--- src/rtl/vote_sampler.sv ---
// 3-sample windowing stage feeding the 2-of-3 majority detector (sliding or block windows).
// Optional window counter port win_count is compiled in with VOTE_SAMPLER_COUNT_EN.
module vote_sampler #(
  parameter int unsigned CNT_W = 8
) (
  input  logic             clk,
  input  logic             reset,
  input  logic             clear,
  input  logic             in_val,
  input  logic             in_bit,
  input  logic             mode,
  output logic             out0,
  output logic             out1,
  output logic             out2,
`ifdef VOTE_SAMPLER_COUNT_EN
  output logic [CNT_W-1:0] win_count,
`endif
  output logic             out_val
);

  localparam logic [1:0] EMPTY = 2'd0;
  localparam logic [1:0] ONE   = 2'd1;
  localparam logic [1:0] TWO   = 2'd2;
  localparam logic [1:0] FULL  = 2'd3;

  logic [1:0] r_state;
  logic [1:0] w_next_state;
  logic [2:0] r_s;
  logic       w_accept;
  logic       w_emit;

  assign w_accept = in_val & ~clear;

  // Fill tracking; a sample completing a window emits it, block mode then restarts the fill.
  always_comb begin
    w_next_state = r_state;
    w_emit       = 1'b0;
    if (clear) begin
      w_next_state = EMPTY;
    end else if (w_accept) begin
      case (r_state)
        EMPTY:   w_next_state = ONE;
        ONE:     w_next_state = TWO;
        default: begin
          w_emit       = 1'b1;
          w_next_state = mode ? EMPTY : FULL;
        end
      endcase
    end
  end

  always_ff @(posedge clk) begin
    if (reset) begin
      r_state <= EMPTY;
      r_s     <= 3'b000;
      out0    <= 1'b0;
      out1    <= 1'b0;
      out2    <= 1'b0;
      out_val <= 1'b0;
    end else begin
      r_state <= w_next_state;
      out_val <= w_emit;
      if (clear) begin
        r_s <= 3'b000;
      end else if (w_accept) begin
        r_s <= {r_s[1:0], in_bit};
      end
      // Window is the post-shift contents; held until the next emission.
      if (w_emit) begin
        out0 <= r_s[1];
        out1 <= r_s[0];
        out2 <= in_bit;
      end
    end
  end

`ifdef VOTE_SAMPLER_COUNT_EN
  localparam logic [CNT_W-1:0] CNT_MAX = {CNT_W{1'b1}};

  logic [CNT_W-1:0] r_cnt;

  // Saturating count of emitted windows.
  always_ff @(posedge clk) begin
    if (reset || clear) begin
      r_cnt <= '0;
    end else if (w_emit && (r_cnt != CNT_MAX)) begin
      r_cnt <= r_cnt + CNT_W'(1);
    end
  end

  assign win_count = r_cnt;
`endif

endmodule
--- config.mk ---
export PLATFORM = sky130hd
export DESIGN_NAME = vote_sampler
export DESIGN_NICKNAME = d
export VERILOG_FILES = /design/src/rtl/vote_sampler.sv
export SDC_FILE = /design/constraint.sdc
export NUM_CORES = 1
export LEC_CHECK = 0
export CAP_MARGIN = 0
export CORE_AREA = 2 2 39 41
export CTS_BUF_LIST = sky130_fd_sc_hd__clkbuf_16
export CTS_CLUSTER_SIZE = 14
export DETAILED_ROUTE_END_ITERATION = 16
export DIE_AREA = 0 0 41 43
export PLACE_DENSITY_LB_ADDON = 0.15
export SYNTH_ARGS = -nofsm -noshare
export SYNTH_HDL_FRONTEND = slang
export SYNTH_SLANG_ARGS = --single-unit
export TNS_END_PERCENT = 10
--- constraint.sdc ---
create_clock -name clk -period 1.6 [get_ports clk]
set_input_delay 0.24 -clock clk [delete_from_list [all_inputs] [get_ports clk]]
set_output_delay 0.24 -clock clk [all_outputs]
set_load 0.02 [all_outputs]
---- Word level (Yosys, flattened, before mapping) ----
Index checks and enable logic that the tools add are counted.
operators by class
  muxes and demuxes ....................... 5
  bitwise gates (word level) .............. 2
  reduce and logical (&&, ||, !) cells .... 3
  eq/ne operators ......................... 1
operators by type and width
  cell                                                             number
  2-bit one-hot mux with 2 select lines                            1
  2-bit OR reduction                                               2
  1-bit 2-to-1 mux                                                 3
  2-bit by 1-bit == test with 1-bit output, second input constant  1
  2-bit logical NOT                                                1
  2-bit 2-to-1 mux                                                 1
  1-bit bitwise AND                                                1
  1-bit NOT                                                        1
storage, ports and cells
  output and inout port bits .............. 4
  register bits after elaboration ......... 8
  word-level logic and storage cells ...... 17

---- Depth between registers and ports, before layout ----
Gate-level depths: netlist of the first run.
  depth after elaboration ................. 5
  mapped depth ............................ 4
  depth with buffers taken out ............ 2

---- Least setup slack after synthesis of the first run ----
OpenSTA, ideal clock, no wires.
  kind .................................... input-to-reg
  from .................................... in in_val
  to ...................................... reg out2
  setup slack ............................. 725 ps
  library setup time ...................... 118 ps
  arrival ................................. 757 ps
  stages .................................. 4
  cells stage by stage .................... buf_4 > and3b_1 > buf_6 > mux2i_1
between the ends
  cells in the longest elaborated chain, start to end .. 3
RTL lines
  item                    line  RTL
  start: declaration      9     input logic in_val,
  1-bit bitwise AND       32    assign w_accept = in_val & ~clear;
  1-bit 2-to-1 mux        40    end else if (w_accept) begin
  1-bit 2-to-1 mux        38    if (clear) begin
  end signal: assignment  72    out2 <= in_bit;
  end: declaration        14    output logic out2,
No other way between the ends.
A chain may end at the register's enable or synchronous reset.

---- Worst setup path in the final report of the first run ----
  from .................................... reg out1
  to ...................................... out out1
RTL lines
  item                      line  RTL
  start: declaration        13    output logic out1,
  start signal: assignment  71    out1 <= r_s[0];
No word-level cell between the ends.

==> results of run 1 <==
==> metal layers <==
metal  vias to the layer above  share of wire  routed length (um)  global-route usage
met4                         0              0                   0               0.120
met2                         9           0.48                 317               0.134
met1                       115           0.44                 295               0.104
li1                        133              -                   -                   -
met3                         0          0.075                  50              0.0314
met5                         -              0                   0                   0
==> final timing paths <==
kind	startpoint	to	slack, ns	cells after the start
worst min-delay path	out0	out0	0.48	2
worst max-delay path	out1	out1	0.21	1
worst min register to register	out0	out0	0.48	2
worst max register to register	r_state[1]	out1	0.65	2
==> cells by family (layout without fill, tap and decap cells) <==
group / Yosys count / count (layout) / synth area share
and+or+nand+nor: 14 / 14 / 0.262
muxes: 6 / 6 / 0.172
buffers and inverters: 3 / 12 / 0.0681
DFF: 8 / 8 / 0.459
AOI/OAI and AO/OA: 2 / 2 / 0.0394
==> power by group <==
part / switching, mW / total, mW / internal (mW) / leakage, nW
logic: 0.0131 / 0.0321 / 0.0190 / 0.0893
clock network: 0.0923 / 0.414 / 0.322 / 0.0370
registers: 0.00219 / 0.206 / 0.204 / 0.0647
==> sequential cells by signal (all words and copies together), names as in the netlist <==
signal,cells
out0,1
out1,1
out2,1
out_val,1
r_s,2
r_state,2
==> synthesized netlist by cell type <==
library cell  number
nand2b_1           3
nor4b_1            1
buf_4              1
a21oi_1            1
dfxtp_1            8
buf_2              1
buf_6              1
or2b_1             3
nor3_1             2
mux2i_1            6
and3_1             2
a31o_2             1
and3b_1            1
nor2_1             1
nor4_1             1
==> cells in the final DEF (no fill, tap or decap) <==
cell type	synthesis	routed
nand2b_1	3	3
nor4b_1	1	1
nor2_1	1	1
and3_1	2	2
or2b_1	3	3
a31o_2	1	1
dfxtp_1	8	8
nor3_1	2	2
clkbuf_16	0	3
nor4_1	1	1
and3b_1	1	1
mux2i_1	6	6
clkdlybuf4s50_1	0	9
a21oi_1	1	1
==> worst reg2reg max path, cell delays in order, from the launching register on <==
cell and delay, ns:
dfxtp_1 0.40, and3b_1 0.28, mux2i_1 0.20
==> final cells by class <==
type / count / area, um2
multi-input cells: 22 / 165
fillers: 145 / 873
well taps: 16 / 20.0
repair buffers: 9 / 90.1
flip-flops and latches: 8 / 160
clock buffers: 3 / 75.1
==> metrics by stage <==
stage	cell area [um2]	worst slack (ns)	util	hold WS, ns	power [mW]
after floorplan	349	0.725	-	0.316	0.226
after global placement	435	0.159	0.315	0.468	0.240
after detailed placement	435	0.134	0.315	0.472	0.240
after CTS	510	0.195	0.369	0.481	0.667
after global routing	510	0.154	0.369	0.502	0.676
final	510	0.211	0.369	0.479	0.652
==> results.toml, run 1 <==
[sta]
report.final.slew_viol_count = 0
fin_setup_tns_ns = 0
slew-limit-headroom = 0.762
setup_viol = 0
skew_ns = 0.0000876
worst_pin_slew_ns = 0.356
final-hold-violation-count = 0
fin_crit_ns = 1.39
post-route-period-util = 0.868
fmax_ghz = 0.720
rsz0062_at_grt = "no"

[grt]
grt_pass1_vias = 274
grt_use_total = 0.0996
grt_start_max_net_pins = 12
antenna_found_initial = 0
overflow = 0
grt_pass1_wl_um = 1080

[layout]
drive_above_1_share = 0.0952
syn2layout_area_growth_pct = 46.2
fin_nets = 50
final_cells = 58
diodes = 0

[placed_design]
io_buffer_count = 9
gp_congestion = 0.615
dp_cells = 55
hpwl_um = 481

[routing]
wirelength_um = 663
num_vias = 257
firstDrtPassIters = 4
vias_per_cell = 4.43
drt-initial-drc-count = 10
drt-wirelength-per-cell_um = 11.4
drc = 0
drtAntennaViolNets = 0

[setup_path]
crit_type = "reg -> out"
slowest_delay_ns = 0.60
worst_path_max_delay_cell = "clkdlybuf4s50_1"
critPathTopFamily = "buffers and inverters"
cp.arrival_ns = 1.15
crit_fanout = 2
critical_path.endpoint_type = "output port"
cp.required_ns = 1.36
worstSetupStartpointType = "flip-flop"
cp.buffers_inverters = 1
path_cells = "clkdlybuf4s50_1"

[floorplan]
ios = 10
initial_utilization = 0.252
dieArea_um2 = 1760
row_count = 14
coreArea_um2 = 1380
fp.dieW_um = 41
die_h_um = 43

[logic_synthesis]
synth_cells = 33
synth_area_um2 = 349
synth_fp_nets = 39
synth_top_cell_by_area = "dfxtp_1"
synth_warnings = 0
syn_avg_cell_area_um2 = 10.6
ys_seq_elements = 8
yosys.area.top_type_share = 0.459
ys_seq_area_frac = 0.459
ys_types = 15
synth_area_leaders = "dfxtp_1 46%, mux2i_1 17%, or2b_1 6.5%, nand2b_1 5.4%, and3_1 3.6%"

[cts]
clk_pin_slew_ns = 0.04
insertion_delay_ns = 0.23
root_buffer = "clkbuf_16"
clock-sinks = 8
htreeDepth = 1
post_cts_buffers = 0
cts_resized = 0
ctsHoldBuffers = 0
cts_buffer_depth = 2
cts_tree = "built"
cts_made_buffers = 3

[power_and_ir_drop]
peakVddDrop_v = 0.000486
power.leakage_nw = 0.191
powerDensity_nw_per_um2 = 1280

[worst_hold_path]
hold_class = "reg -> reg"

[run]
cap_violations = 0

[run_status]
outcome = "completed"
No activity file was read; power rests on OpenSTA's default activity.
==> run 2: changes to the inputs <==
--- a/config.mk
+++ b/config.mk
@@ -11,6 +11,9 @@
 export CTS_CLUSTER_SIZE = 14
 export DETAILED_ROUTE_END_ITERATION = 16
 export DIE_AREA = 0 0 41 43
+export DONT_BUFFER_PORTS = 1
+export GPL_TIMING_DRIVEN = 1
+export HOLD_SLACK_MARGIN = 0.03
 export PLACE_DENSITY_LB_ADDON = 0.15
 export SYNTH_ARGS = -nofsm -noshare
 export SYNTH_HDL_FRONTEND = slang
==> run 2 against run 1 <==
Against the previous run: clock skew increased by 0.00092 ns; sequential share of layout area up 6.7 points; combinational power shrank 65%; design area is 18% lower; routed wire length is 5.7% lower; via count is 8.9% lower; cell count shrank 16%; largest power group unchanged.
==> results.toml, run 2 (synthesis results as in run 1) <==
[power_and_ir_drop]
p_sw_mw = 0.101
powerDensity_nw_per_um2 = 1510
p_int_mw = 0.534
peakVddDrop_v = 0.000607
p_clk_frac = 0.658
combPwrFrac = 0.018
share_seq_of_total_power = 0.324
switching_share = 0.160
power.leakage_nw = 0.158

[setup_path]
cp.required_ns = 1.76
r2r-end = "out0"
worst_path_max_delay_cell = "dfxtp_1"
worstSetupStartpointType = "flip-flop"
crit_fanout = 5
slowest_delay_ns = 0.40
crit_type = "reg -> reg"
path_cells = "and3b_1 > mux2i_1"
rr_worst_depth = 2
regToRegSetupSlack_ns = 0.64
r2r_start = "r_state[1]"
critical_path.endpoint_type = "flip-flop"
cp.arrival_ns = 1.12
critPathLaunch = "r_state[1]"

[cts]
post_cts_buffers = 0
root_buffer = "clkbuf_16"
cts_resized = 0
insertion_delay_ns = 0.23
cts_buffer_depth = 2
cts_made_buffers = 3
clock-sinks = 8
htreeDepth = 1
cts_tree = "built"
clk_pin_slew_ns = 0.04
ctsHoldBuffers = 0

[routing]
wirelength_um = 625
drtAntennaViolNets = 0
drt-initial-drc-count = 0
num_vias = 234
drc = 0
firstDrtPassIters = 1
drt-wirelength-per-cell_um = 12.8
vias_per_cell = 4.78

[worst_hold_path]
hold_start = "reset"
hold_end = "r_s[0]"
hold_depth = 1
hold_class = "in -> reg"

[grt]
grt_pass1_vias = 212
overflow = 0
antenna_found_initial = 0
grt_start_max_net_pins = 12
grt_pass1_wl_um = 1010
grt_use_total = 0.0954

[floorplan]
ios = 10
initial_utilization = 0.252
row_count = 14
dieArea_um2 = 1760
coreArea_um2 = 1380
fp.dieW_um = 41
die_h_um = 43

[sta]
fin_crit_ns = 0.959
worst_pin_slew_ns = 0.265
report.final.slew_viol_count = 0
final-hold-violation-count = 0
slew-limit-headroom = 0.822
setup_viol = 0
skew_ns = 0.00101
fin_setup_tns_ns = 0
fmax_ghz = 1.04
post-route-period-util = 0.600
rsz0062_at_grt = "no"

[run_status]
outcome = "completed"

[layout]
syn2layout_area_growth_pct = 20.4
final_common_cell = "dfxtp_1"
mostFrequentLayoutCells = "8 x dfxtp_1, 6 x mux2i_1, 3 x nand2b_1, 3 x or2b_1, 3 x clkbuf_16"
final_cells = 49
biggestRegsByFlops = "r_s x2, r_state x2"
drive_above_1_share = 0.121
fin_nets = 41
diodes = 0
n_fill_cell = 150

[placed_design]
gp_congestion = 0.633
dp_cells = 46
io_buffer_count = 0

[run]
cap_violations = 0
## run 2: changes by cell type in the layout (fill, tap and decap cells not counted), sizes merged
cell	before	now
clkdlybuf4s50	9	0
## run 2: final cells by class
class	count	area (um2)	share of cell area
Sequential cell	8	160	0.381
Clock buffer	3	75.1	0.179
Tap cell	16	20.0	0.0476
Multi-Input combinational cell	22	165	0.393
## run 2: metrics by stage
stage | area (um2) | hold slack, ns | total power, mW | setup slack, ns | util
after CTS | 420 | 0.0764 | 0.648 | 0.638 | 0.304
after detailed placement | 345 | 0.321 | 0.220 | 0.662 | 0.250
final | 420 | 0.0804 | 0.635 | 0.641 | 0.304
after floorplan | 349 | 0.316 | 0.226 | 0.725 | -
after global placement | 345 | 0.319 | 0.220 | 0.683 | 0.250
after global routing | 420 | 0.0778 | 0.655 | 0.554 | 0.304
## run 2: worst max path at each step
stage	end	slack [ns]	cells after the start
2_1_floorplan	out2	0.72	4
3_3_place_gp	out0	0.68	2
3_5_place_dp	out0	0.66	2
4_1_cts	out0	0.64	2
5_1_grt	out1	0.55	2
6_report	out0	0.64	2
## run 2: power by group through the flow
| stage | Combinational (mW) | Sequential (mW) | Clock [mW] |
|---|---|---|---|
| finish | 0.0113 | 0.206 | 0.418 |
| global route | 0.0128 | 0.206 | 0.436 |
| CTS | 0.0114 | 0.206 | 0.431 |
| detailed placement | 0.0113 | 0.209 | 0 |
| global placement | 0.0111 | 0.209 | 0 |
| floorplan | 0.0174 | 0.208 | 0 |
## run 2: worst max-delay path: cells and delay by family (launching register included)
| family | cells | cell delay [ns] |
|---|---|---|
| flops | 1 | 0.40 |
| mux | 1 | 0.20 |
| simple gates | 1 | 0.28 |
## run 2: per-layer routing
metal | share of wire | global-route usage | up-vias
met5 | 0 | 0 | -
met4 | 0 | 0.0800 | 0
met3 | 0.12 | 0.0733 | 0
met2 | 0.49 | 0.119 | 9
met1 | 0.39 | 0.0997 | 110
li1 | - | - | 115
==> run 3: changes to the inputs <==
==> constraint.sdc (replaced) <==
create_clock -name clk -period 0.9 [get_ports clk]
set_input_delay 0.135 -clock clk [delete_from_list [all_inputs] [get_ports clk]]
set_output_delay 0.135 -clock clk [all_outputs]
set_load 0.02 [all_outputs]
==> run 3 against run 2 <==
Against the previous run: worst hold slack got worse by 0.029 ns; clock skew increased by 0.00071 ns; die area stayed put; combinational power grew to 3.0 times the previous value; clock power increased by 76%; count of clock-buffer cells in the layout stayed put.
==> results.toml, run 3 (synthesis results as in run 1) <==
[floorplan]
coreArea_um2 = 1380
dieArea_um2 = 1760
row_count = 14
fp.dieW_um = 41
ios = 10
die_h_um = 43
initial_utilization = 0.252

[layout]
multi_input_area_um2 = 173
n_fill_cell = 147
drive_above_1_share = 0.282
seq_area_um2 = 161
mostFrequentLayoutCells = "7 x dfxtp_1, 6 x mux2i_1, 4 x buf_4"
fin_nets = 47
final_common_cell = "dfxtp_1"
biggestRegsByFlops = "r_s x2, r_state x2"
syn2layout_area_growth_pct = 38.0
diodes = 0

[routing]
vias_per_cell = 4.60
num_vias = 253
drtAntennaViolNets = 0
drt-wirelength-per-cell_um = 12.3
firstDrtPassIters = 3
drc = 0
wirelength_um = 675
drt-initial-drc-count = 3

[setup_path]
cp.arrival_ns = 0.99
path_cells = "dlygate4sd3_1 > nor4_2"
r2r-end = "r_state[1]"
crit_type = "in -> reg"
worst_path_max_delay_cell = "dlygate4sd3_1"
slowest_delay_ns = 0.58
crit_fanout = 9
critPathTopFamily = "buffers and inverters"
critical_path.endpoint_type = "flip-flop"
worstSetupStartpointType = "primary input"
r2r_start = "r_state[1]"
regToRegSetupSlack_ns = 0.06
cp.required_ns = 1.03
rr_worst_depth = 3
cp.buffers_inverters = 1
critPathLaunch = "reset"

[sta]
slew-limit-headroom = 0.836
fin_setup_tns_ns = 0
skew_ns = 0.00172
hold_ws_ns = 0.0512
final-hold-violation-count = 0
fin_crit_ns = 0.855
fmax_ghz = 1.17
worst_pin_slew_ns = 0.243
postLayoutSetupSlackWorst_ns = 0.0449
report.final.slew_viol_count = 0
setup_viol = 0
post-route-period-util = 0.950
rsz0062_at_grt = "yes"

[grt]
grt_start_max_net_pins = 10
grt_pass1_wl_um = 1080
grt_pass1_vias = 260
antenna_found_initial = 0
grt_use_total = 0.102
overflow = 0

[cts]
htreeDepth = 1
cts_buffer_depth = 2
insertion_delay_ns = 0.23
cts_tree = "built"
clock-sinks = 8
clk_pin_slew_ns = 0.04
cts_made_buffers = 3
root_buffer = "clkbuf_16"

[worst_hold_path]
hold_start = "in_val"
hold_end = "r_state[0]"
hold_class = "in -> reg"
hold_depth = 1

[run_status]
outcome = "completed"

[placed_design]
io_buffer_count = 0
post-place-ws_ns = -0.00738
gp_congestion = 0.600

[run]
cap_violations = 0

[power_and_ir_drop]
peakVddDrop_v = 0.00167
powerDensity_nw_per_um2 = 2360
power.leakage_nw = 0.197
-- run 3: power by group --
group | leakage (nW) | internal (mW) | switching [mW]
combinational | 0.0951 | 0.0227 | 0.0111
clock | 0.0370 | 0.572 | 0.164
sequential | 0.0652 | 0.362 | 0.00367
total | 0.197 | 0.956 | 0.179
-- run 3: repair_timing --
| item | in CTS | in global routing |
|---|---|---|
| hold endpoints to repair | 3 | 0 |
| pin swaps | 0 | 1 |
| setup buffers | 0 | 0 |
| hold buffers | 2 | 0 |
| gates resized for setup | 2 | 2 |
| gates cloned | 0 | 0 |
| setup endpoints to repair | 4 | 4 |
-- run 3: layout make-up --
cell class,count,area share
well taps,16,0.0416
clock buffers,3,0.156
repair buffers,6,0.109
flip-flops and latches,8,0.335
multi-input cells,22,0.358
-- run 3: worst max-delay path by stage --
stage / endpoint / slack, ns / cells past startpoint
global placement: out0 / 0.02 / 2
CTS: out0 / 0.001 / 2
finish: r_state[1] / 0.04 / 2
floorplan: out0 / 0.05 / 3
detailed placement: out0 / -0.007 / 2
global route: out1 / -0.02 / 2
-- run 3: layer usage --
layer,track usage,up-vias,wire (um)
met5,0,-,0
met3,0.0733,2,50
met2,0.144,9,321
met1,0.0942,115,282
li1,-,127,-
met4,0.0800,0,19
-- run 3: per-stage QoR --
step | area [um2] | std cells | util | total power, mW
3_3_place_gp | 375 | 50 | 0.271 | 0.392
2_1_floorplan | 349 | 33 | - | 0.401
6_report | 482 | 55 | 0.348 | 1.14
3_5_place_dp | 375 | 50 | 0.271 | 0.393
4_1_cts | 478 | 55 | 0.345 | 1.16
5_1_grt | 482 | 55 | 0.348 | 1.18
